### src/rtl/uart_tx_fifo.sv
`timescale 1ns/1ps
// uart_tx_fifo
//   Buffered 8N1 UART transmitter. Bytes are pushed with a one-cycle write
//   strobe into a circular FIFO. A four-state FSM drains the FIFO one frame
//   at a time: start bit, 8 data bits LSB first, stop bit. Each bit lasts
//   BAUD_DIV clocks. If a byte is already queued when a stop bit ends, the
//   next frame starts on the very next cycle, with no idle gap.
//
// Ports
//   clkInput      system clock, rising edge
//   rstnInput     asynchronous active-low reset
//   sendData      byte to enqueue, sampled while sendStart is high
//   sendStart     write strobe, one byte per high cycle when not full
//   txOutput      registered serial line, idle high
//   sendCompFlag  one-cycle pulse during the final cycle of each stop bit
//   txBusy        a frame is in progress (START/DATA/STOP)
//   fifoFull      queued count == DEPTH
//   fifoEmpty     queued count == 0
//   fifoCount     bytes queued, excluding the frame on the line
//   overflowFlag  sticky: a write was attempted while full
module uart_tx_fifo #(
    parameter int BAUD_DIV = 434,
    parameter int DEPTH    = 16,
    parameter int AW       = 4
) (
    input  logic          clkInput,
    input  logic          rstnInput,
    input  logic [7:0]    sendData,
    input  logic          sendStart,
    output logic          txOutput,
    output logic          sendCompFlag,
    output logic          txBusy,
    output logic          fifoFull,
    output logic          fifoEmpty,
    output logic [AW:0]   fifoCount,
    output logic          overflowFlag
);

    typedef enum logic [1:0] {
        IDLE  = 2'd0,
        START = 2'd1,
        DATA  = 2'd2,
        STOP  = 2'd3
    } txState_t;

    localparam logic [15:0] BIT_END  = 16'(BAUD_DIV - 1);
    localparam logic [AW:0] FULL_CNT = (AW + 1)'(DEPTH);

    // ------------------------------------------------------------------
    // FIFO storage and bookkeeping
    // ------------------------------------------------------------------
    logic [7:0]    fifoMem [DEPTH];
    logic [AW-1:0] wrPtr;
    logic [AW-1:0] rdPtr;
    logic [AW:0]   count;
    logic          wrEn;
    logic          popEn;
    logic [7:0]    headByte;

    assign fifoFull  = (count == FULL_CNT);
    assign fifoEmpty = (count == '0);
    assign fifoCount = count;
    assign headByte  = fifoMem[rdPtr];

    // Full is judged on the registered count. A write that lands on the
    // same edge as a pop from a full FIFO is therefore still rejected.
    assign wrEn = sendStart && !fifoFull;

    always_ff @(posedge clkInput) begin
        if (wrEn) begin
            fifoMem[wrPtr] <= sendData;
        end
    end

    always_ff @(posedge clkInput or negedge rstnInput) begin
        if (!rstnInput) begin
            wrPtr        <= '0;
            rdPtr        <= '0;
            count        <= '0;
            overflowFlag <= 1'b0;
        end else begin
            if (wrEn) begin
                wrPtr <= wrPtr + 1'b1;
            end
            if (popEn) begin
                rdPtr <= rdPtr + 1'b1;
            end
            unique case ({wrEn, popEn})
                2'b10:   count <= count + 1'b1;
                2'b01:   count <= count - 1'b1;
                default: count <= count;
            endcase
            if (sendStart && fifoFull) begin
                overflowFlag <= 1'b1;
            end
        end
    end

    // ------------------------------------------------------------------
    // Transmit FSM
    // ------------------------------------------------------------------
    txState_t    state;
    txState_t    stateNext;
    logic [15:0] baudCnt;
    logic [15:0] baudNext;
    logic [2:0]  bitIdx;
    logic [2:0]  bitNext;
    logic [7:0]  shiftReg;
    logic [7:0]  shiftNext;
    logic        txReg;
    logic        txNext;
    logic        bitEnd;

    assign bitEnd       = (baudCnt == BIT_END);
    assign txOutput     = txReg;
    assign txBusy       = (state != IDLE);
    assign sendCompFlag = (state == STOP) && bitEnd;

    always_ff @(posedge clkInput or negedge rstnInput) begin
        if (!rstnInput) begin
            state    <= IDLE;
            baudCnt  <= '0;
            bitIdx   <= '0;
            shiftReg <= '0;
            txReg    <= 1'b1;
        end else begin
            state    <= stateNext;
            baudCnt  <= baudNext;
            bitIdx   <= bitNext;
            shiftReg <= shiftNext;
            txReg    <= txNext;
        end
    end

    // txNext is the level the line takes after this edge. That is why each
    // transition loads the first level of the state it enters.
    always_comb begin
        stateNext = state;
        baudNext  = baudCnt;
        bitNext   = bitIdx;
        shiftNext = shiftReg;
        txNext    = txReg;
        popEn     = 1'b0;

        unique case (state)
            IDLE: begin
                txNext = 1'b1;
                if (!fifoEmpty) begin
                    popEn     = 1'b1;
                    shiftNext = headByte;
                    baudNext  = '0;
                    bitNext   = '0;
                    txNext    = 1'b0;
                    stateNext = START;
                end
            end

            START: begin
                if (bitEnd) begin
                    baudNext  = '0;
                    bitNext   = '0;
                    txNext    = shiftReg[0];
                    stateNext = DATA;
                end else begin
                    baudNext = baudCnt + 16'd1;
                end
            end

            DATA: begin
                if (bitEnd) begin
                    baudNext  = '0;
                    shiftNext = {1'b0, shiftReg[7:1]};
                    if (bitIdx == 3'd7) begin
                        txNext    = 1'b1;
                        stateNext = STOP;
                    end else begin
                        bitNext = bitIdx + 3'd1;
                        // The next bit is still at [1]. The shift only
                        // takes effect on this same edge.
                        txNext  = shiftReg[1];
                    end
                end else begin
                    baudNext = baudCnt + 16'd1;
                end
            end

            STOP: begin
                txNext = 1'b1;
                if (bitEnd) begin
                    baudNext = '0;
                    if (!fifoEmpty) begin
                        // Chain straight into the next frame, with no idle cycle.
                        popEn     = 1'b1;
                        shiftNext = headByte;
                        bitNext   = '0;
                        txNext    = 1'b0;
                        stateNext = START;
                    end else begin
                        stateNext = IDLE;
                    end
                end else begin
                    baudNext = baudCnt + 16'd1;
                end
            end

            default: begin
                txNext    = 1'b1;
                stateNext = IDLE;
            end
        endcase
    end

endmodule

### config.mk
export PLATFORM = sky130hd
export DESIGN_NAME = uart_tx_fifo
export DESIGN_NICKNAME = d
export VERILOG_FILES = /design/src/rtl/uart_tx_fifo.sv
export SDC_FILE = /design/constraint.sdc
export NUM_CORES = 1
export LEC_CHECK = 0
export ABC_AREA = 1
export CAP_MARGIN = 15
export CORE_AREA = 8 8 130 132
export CTS_CLUSTER_DIAMETER = 60
export DETAILED_ROUTE_END_ITERATION = 12
export DIE_AREA = 0 0 138 140
export GPL_TIMING_DRIVEN = 0
export PLACE_DENSITY = 0.71
export SLEW_MARGIN = 5
export SYNTH_ARGS = -nofsm -noshare
export SYNTH_HDL_FRONTEND = slang
export SYNTH_SLANG_ARGS = --single-unit
### constraint.sdc
create_clock -name clkInput -period 6.82 [get_ports clkInput]
set_input_delay 1.364 -clock clkInput [delete_from_list [all_inputs] [get_ports clkInput]]
set_output_delay 1.364 -clock clkInput [all_outputs]
set_load 0.005 [all_outputs]
==> impl_metrics.csv, run 1 <==
group,metric,value,unit
cells_and_area,layout_common_cells,"nand2_1, edfxtp_1, nor2_1",
yosys,synth_xor_area_frac,0.00878,
critical_path,path_buf_inv,2,
hold_path,hold_depth,2,
yosys,synth_nets,850,
critical_path,cp_max_fo,6,
clocking,ctsHoldBuffers,0,
cells_and_area,drive_gt1_frac,0.0927,
critical_path,reg2reg_slack,3690,ps
clocking,tritoncts,"done",
critical_path,critical_path_required,5460,ps
yosys,synth_flop_cell,"edfxtp_1",
run_status,status,"completed",
hold_path,hp-start,"shiftReg[5]$_DFFE_PN0P_",
critical_path,cp-end-kind,"output port",
global_route,grt-ovfl-total,0,
clocking,cts_setup_buffers,0,
yosys,synth_top_family_by_area,"simple AND/OR/NAND/NOR gates",
detailed_routing,drt_iter0_markers,597,
die,die_h,140,um
timing,rsz0062_at_grt,"false",
place,gp_congestion,0.877,
yosys,async_flop_share,0.256,
critical_path,crit_family,"buffers and inverters",
place,hpwl,12600,um
die,die_w,138,um
yosys,syn_avg_cell_area,9.73,um2
cells_and_area,n_fill_cell,1246,
die,dieArea,0.0193,mm2
detailed_routing,dr.pass1.iters,4,
timing,hold_viol,0,
yosys,ys_seq_elements,172,
detailed_routing,vias,5827,
yosys,synthCells,820,
detailed_routing,wire_per_inst,17.1,um
yosys,syn_area,0.00798,mm2
clocking,path_clk_slew,70,ps
global_route,grt_first_pass_wirelength,29200,um
clocking,cts_num_sinks,172,
timing,finalCriticalPeriod,3580,ps
global_route,track_usage,0.191,
critical_path,slowest_stage,"clkdlybuf4s50_1",
clocking,cts-htree-levels,4,
power,power_leakage,3.77,nW
die,core_area,0.0149,mm2
hold_path,min_to,"shiftReg[5]$_DFFE_PN0P_",
critical_path,rr_endpoint,"fifoCount[4]$_DFFE_PN0P_",
clocking,cts_root_buf,"clkbuf_16",
yosys,seq_area_frac_synth,0.620,
critical_path,rr_worst_depth,19,
timing,maxSlewViolCount,0,
global_route,grt_max_degree,27,
clocking,numCtsBuffers,17,
cells_and_area,layout_commonest_cell,"nand2_1",
cells_and_area,diodes,0,
critical_path,slowest_delay,560,ps
die,ios,22,
timing,clock_skew,9.59,ps
clocking,cts_resized,0,
clocking,clk_latency,430,ps
critical_path,crit_path_cell_trace,"ha_1, inv_1, nor4_1, clkdlybuf4s50_1",
detailed_routing,drtAntennaViolNets,0,
place,placed_area,0.00844,mm2
power,ir_drop,0.244,mV
critical_path,criticalPathCategory,"register to output port",
die,start_util,0.537,
yosys,synth_compound_area_frac,0.0497,
cells_and_area,finalNonFillerCells,1062,
yosys,yosys_warnings,0,
yosys,synth_mux_area_frac,0,
critical_path,r2r-start,"baudCnt[1]$_DFFE_PN0P_",
timing,post-route-period-util,0.526,
global_route,first_global_vias,5668,
yosys,synth-edff-count,128,
power,p_per_area,280,mW/mm2
clocking,cts_max_path_buffers,2,
critical_path,arrival,2220,ps
global_route,grt_antenna_before_repair,0,
detailed_routing,viasPerCell,5.49,
place,portBuffers,21,
timing,worstMarginPinSlew,866,ps
cells_and_area,nNetsFinal,891,
detailed_routing,drc,0,
timing,fmax,279,MHz
cells_and_area,area_delta_synth_final,13.4,%
yosys,synthAdderAreaFrac,0.0307,
timing,setup-violations-final,0,
timing,max_slew_margin,0.420,
yosys,synth_cell_type_count,41,
detailed_routing,wl,18100,um
die,fp-row-count,45,
critical_path,worst_setup_path_start_kind,"register",
hold_path,hold_path_class,"register to register",
cells_and_area,fin_area,0.00905,mm2
yosys,synth-simple-area-share,0.244,
run,drv_cap,0,
place,dp_cells,1030,
timing,setup-tns-final,0,ps
==> state kept, by name, summed over array words and instances, names as in the netlist <==
name and cells:
overflowFlag 1, wrPtr 4, fifoMem 128, bitIdx 3, txOutput 1, state 2
shiftReg 8, fifoCount 5, rdPtr 4, baudCnt 16
==> synthesized netlist by cell type (all sizes together) (2+ instances only) <==
cell | n | share of area
dfrtp | 43 | 0.13
xor2 | 7 | 0.0077
nand2 | 229 | 0.11
a21oi | 25 | 0.017
nor3 | 13 | 0.0082
buf | 19 | 0.014
nor4 | 2 | 0.0016
ha | 18 | 0.028
clkinv | 3 | 0.0014
nand3 | 72 | 0.046
inv | 60 | 0.028
o21ai | 37 | 0.025
a31oi | 2 | 0.0016
clkbuf | 8 | 0.0039
edfxtp | 128 | 0.48
nand4 | 13 | 0.010
o211ai | 3 | 0.0028
nor2 | 122 | 0.060
or2 | 8 | 0.0063
==> tightest hold or removal path, stage by stage, from the launching register on <==
cell and delay, ps:
dfrtp_1 340, nand2_1 50, nand2_1 50
==> kinds of logic after synthesis <==
| kind of cell | after synthesis |
|---|---|
| AND/OR/NAND/NOR | 460 |
| XOR/XNOR | 8 |
| adder cells (fa/ha/maj) | 19 |
| flip-flops | 172 |
| buffers and inverters | 90 |
| AO/OA/AOI/OAI | 71 |
==> where the power goes <==
part | internal [mW] | switching, mW
Combinational | 0.0942 | 0.178
Sequential | 1.23 | 0.0443
Clock | 0.552 | 0.431
==> layer usage <==
layer  global-route usage  up-vias  part of all wire
li1                     -     2826                 -
met1                0.241     2803              0.43
met2                0.323      171              0.49
met3               0.0362       27             0.052
met4               0.0686        0             0.020
met5                    0        -                 0
==> metrics by stage <==
stage	power [mW]	utilization	setup slack, ps	hold WS [ps]
after global placement	1.55	0.567	3110	436
after CTS	2.54	0.609	3210	484
final	2.53	0.609	3240	481
after global routing	2.62	0.609	3130	507
after floorplan	1.44	-	4120	449
after detailed placement	1.57	0.568	3440	467
==> final cells by class <==
| cell class | count | area (um2) | area share |
|---|---|---|---|
| Sequential cell | 172 | 4950 | 0.547 |
| Multi-Input combinational cell | 558 | 2660 | 0.294 |
| Clock buffer | 17 | 425 | 0.0470 |
| Inverter | 63 | 236 | 0.0261 |
| Tap cell | 188 | 235 | 0.0260 |
| Timing Repair Buffer | 22 | 225 | 0.0249 |
| Clock inverter | 15 | 180 | 0.0199 |
| Buffer | 27 | 140 | 0.0155 |
==> worst max path at each step <==
stage | start | end | slack [ps] | depth (start not counted)
4_1_cts | state[0]$_DFFE_PN0P_ | sendCompFlag | 3210 | 4
6_report | state[0]$_DFFE_PN0P_ | sendCompFlag | 3240 | 4
3_3_place_gp | rstnInput | rdPtr[3]$_DFFE_PN0P_ | 3110 | 1
5_1_grt | state[0]$_DFFE_PN0P_ | sendCompFlag | 3130 | 4
3_5_place_dp | sendStart | fifoCount[4]$_DFFE_PN0P_ | 3440 | 11
2_1_floorplan | sendStart | fifoCount[4]$_DFFE_PN0P_ | 4120 | 10
Power figures use the tool's default switching activity.
==> run 2: changes to the inputs <==
==> constraint.sdc (replaced) <==
create_clock -name clkInput -period 3.7 [get_ports clkInput]
set_input_delay 0.74 -clock clkInput [delete_from_list [all_inputs] [get_ports clkInput]]
set_output_delay 0.74 -clock clkInput [all_outputs]
set_load 0.005 [all_outputs]
==> results of run 2 <==
The final DEF is identical to that of run 1. Status: completed.
Among the figures that moved: setup slack after placement 3440 ps -> 586 ps; setup slack after layout 3240 ps -> 575 ps; hold slack 481 ps -> 266 ps; start point of the critical path state[0]$_DFFE_PN0P_ -> baudCnt[1]$_DFFE_PN0P_; end point of the critical path sendCompFlag -> fifoCount[4]$_DFFE_PN0P_; register-to-register setup slack 3690 ps -> 570 ps; total power 2.53 mW -> 4.66 mW; worst IR drop on VDD 0.244 mV -> 0.449 mV
==> run 3: changes to the inputs <==
--- a/config.mk
+++ b/config.mk
@@ -12,7 +12,7 @@
 export DETAILED_ROUTE_END_ITERATION = 12
 export DIE_AREA = 0 0 138 140
 export GPL_TIMING_DRIVEN = 0
-export PLACE_DENSITY = 0.71
+export PLACE_DENSITY = 0.74
 export SLEW_MARGIN = 5
 export SYNTH_ARGS = -nofsm -noshare
 export SYNTH_HDL_FRONTEND = slang
==> constraint.sdc (replaced) <==
create_clock -name clkInput -period 2.6 [get_ports clkInput]
set_input_delay 0.52 -clock clkInput [delete_from_list [all_inputs] [get_ports clkInput]]
set_output_delay 0.52 -clock clkInput [all_outputs]
set_load 0.005 [all_outputs]
==> run 3 against run 2 <==
  * Routed wire length increased by 2.2%
  * Global-route usage is essentially flat
  * Cell area grew 1.1%
  * Largest power group unchanged
==> impl_metrics.csv, run 3 (synthesis results as in run 1) <==
group,metric,value,unit
cells_and_area,diodes,0,
critical_path,worst_setup_path_start_kind,"register",
detailed_routing,wl,18500,um
power,ir_drop,0.857,mV
power,p_int,4.75,mW
cells_and_area,top_register,"fifoMem",
timing,max_slew_margin,0.447,
power,switching_power,1.73,mW
timing,maxSlewViolCount,0,
power,swShare,0.267,
cells_and_area,largest_reg_flops,128,
critical_path,arrival,2860,ps
critical_path,cp-end-kind,"register",
timing,worstMarginPinSlew,827,ps
die,dieArea,0.0193,mm2
timing,fmax,399,MHz
cells_and_area,nNetsFinal,905,
clocking,tritoncts,"done",
power,power_leakage,3.82,nW
cells_and_area,finalNonFillerCells,1075,
die,start_util,0.537,
run,drv_cap,0,
clocking,cts_max_path_buffers,2,
critical_path,critical_path_required,2950,ps
place,dp_cells,1030,
power,power_frac_comb,0.118,
clocking,path_clk_slew,70,ps
detailed_routing,wire_per_inst,17.2,um
die,die_w,138,um
die,ios,22,
die,die_h,140,um
timing,clock_skew,8.03,ps
die,core_area,0.0149,mm2
power,p_seq_frac,0.516,
global_route,grt_antenna_before_repair,0,
global_route,grt_max_degree,34,
clocking,cts_num_sinks,172,
cells_and_area,largestRegisters,"fifoMem: 128 flops, baudCnt: 16 flops, shiftReg: 8 flops",
detailed_routing,drt_iter0_markers,523,
cells_and_area,final_util,0.615,
hold_path,hold_path_class,"register to register",
place,hpwl,12200,um
clocking,cts_root_buf,"clkbuf_16",
die,fp-row-count,45,
detailed_routing,viasPerCell,5.47,
global_route,track_usage,0.192,
critical_path,cp_max_fo,4,
timing,finalCriticalPeriod,2510,ps
place,gp_congestion,0.907,
cells_and_area,layout_common_cells,"nand2_1, edfxtp_1, nor2_1",
timing,hold_ws,473,ps
power,p_per_area,709,mW/mm2
critical_path,criticalPathCategory,"register to register",
detailed_routing,dr.pass1.iters,4,
cells_and_area,multi_input_area,0.00271,mm2
cells_and_area,area_delta_synth_final,14.6,%
place,portBuffers,21,
power,clockPowerShare,0.366,
run_status,status,"completed",
clocking,numCtsBuffers,17,
detailed_routing,drc,0,
cells_and_area,drive_gt1_frac,0.121,
detailed_routing,vias,5883,
timing,setup-violations-final,0,
cells_and_area,regArea,0.00495,mm2
global_route,grt_first_pass_wirelength,29400,um
timing,post-route-period-util,0.964,
clocking,cts-htree-levels,4,
detailed_routing,drtAntennaViolNets,0,
global_route,first_global_vias,5740,
timing,rsz0062_at_grt,"true",
timing,hold_viol,0,
cells_and_area,layout_commonest_cell,"nand2_1",
cells_and_area,n_fill_cell,1239,
clocking,clk_latency,420,ps
global_route,grt-ovfl-total,0,
## run 3: per-stage QoR
step | cell area, um2 | power [mW] | setup TNS [ps] | worst slack (ps)
6_report | 9150 | 6.48 | 0 | 94.4
5_1_grt | 9150 | 6.70 | -92.0 | -92.0
4_1_cts | 9080 | 6.49 | -41.7 | -41.7
3_5_place_dp | 8440 | 4.12 | -907 | -455
3_3_place_gp | 8430 | 4.09 | -12520 | -378
2_1_floorplan | 7980 | 3.77 | 0 | 4.91
## run 3: final cells by class
class,count,share of cell area
inverter,63,0.0261
timing repair buffer,36,0.0367
clock buffer,19,0.0473
clock inverter,12,0.0114
tap,188,0.0257
buffer,27,0.0153
multi-input combinational,558,0.296
sequential,172,0.541
## run 3: worst max-delay path, cell delays in order (launching register included)
cell and delay (ps):
dfrtp_1 390, inv_2 60, ha_1 140, nand2_1 50, clkinv_1 50, nand2_2 70, nor2_4 110, nand2_4 60
o21ai_4 160, nand2_2 90, inv_2 90, ha_4 150, inv_1 50, fa_2 330, inv_2 80, a21oi_1 70
o21bai_1 170, xor2_1 170, nand2_1 70, o21ai_1 60
## run 3: power by group through the flow
stage	registers, mW	clock network [mW]	logic, mW
floorplan	3.37	0	0.401
global route	3.37	2.50	0.835
finish	3.35	2.37	0.764
global placement	3.39	0	0.692
detailed placement	3.40	0	0.721
CTS	3.34	2.39	0.759
## run 3: metal layers
layer | up-vias | part of all wire | wire length [um] | GRT usage
met3 | 30 | 0.057 | 1050 | 0.0419
met4 | 0 | 0.021 | 383 | 0.0681
li1 | 2852 | - | - | -
met2 | 200 | 0.51 | 9420 | 0.331
met5 | - | 0 | 0 | 0
met1 | 2801 | 0.41 | 7690 | 0.232
## run 3: path summary, 6_finish.rpt
check / start / end / slack (ps) / cells past startpoint
max in group asynchronous: rstnInput / fifoCount[0]$_DFFE_PN0P_ / 1590 / 3
worst min register to register: overflowFlag$_DFFE_PN0P_ / overflowFlag$_DFFE_PN0P_ / 470 / 1
worst max-delay path: baudCnt[1]$_DFFE_PN0P_ / fifoCount[4]$_DFFE_PN0P_ / 90 / 19
min in group asynchronous: rstnInput / baudCnt[12]$_DFFE_PN0P_ / 510 / 2
worst max register to register: baudCnt[1]$_DFFE_PN0P_ / fifoCount[4]$_DFFE_PN0P_ / 90 / 19
worst min-delay path: overflowFlag$_DFFE_PN0P_ / overflowFlag$_DFFE_PN0P_ / 470 / 1
## run 3: timing repair
action	4_1_cts	5_1_grt
setup endpoints to repair	5	4
pin swaps	5	5
gates resized for setup	13	10
setup buffers	8	5
endpoints found under the hold margin	10	0
hold buffers	1	0
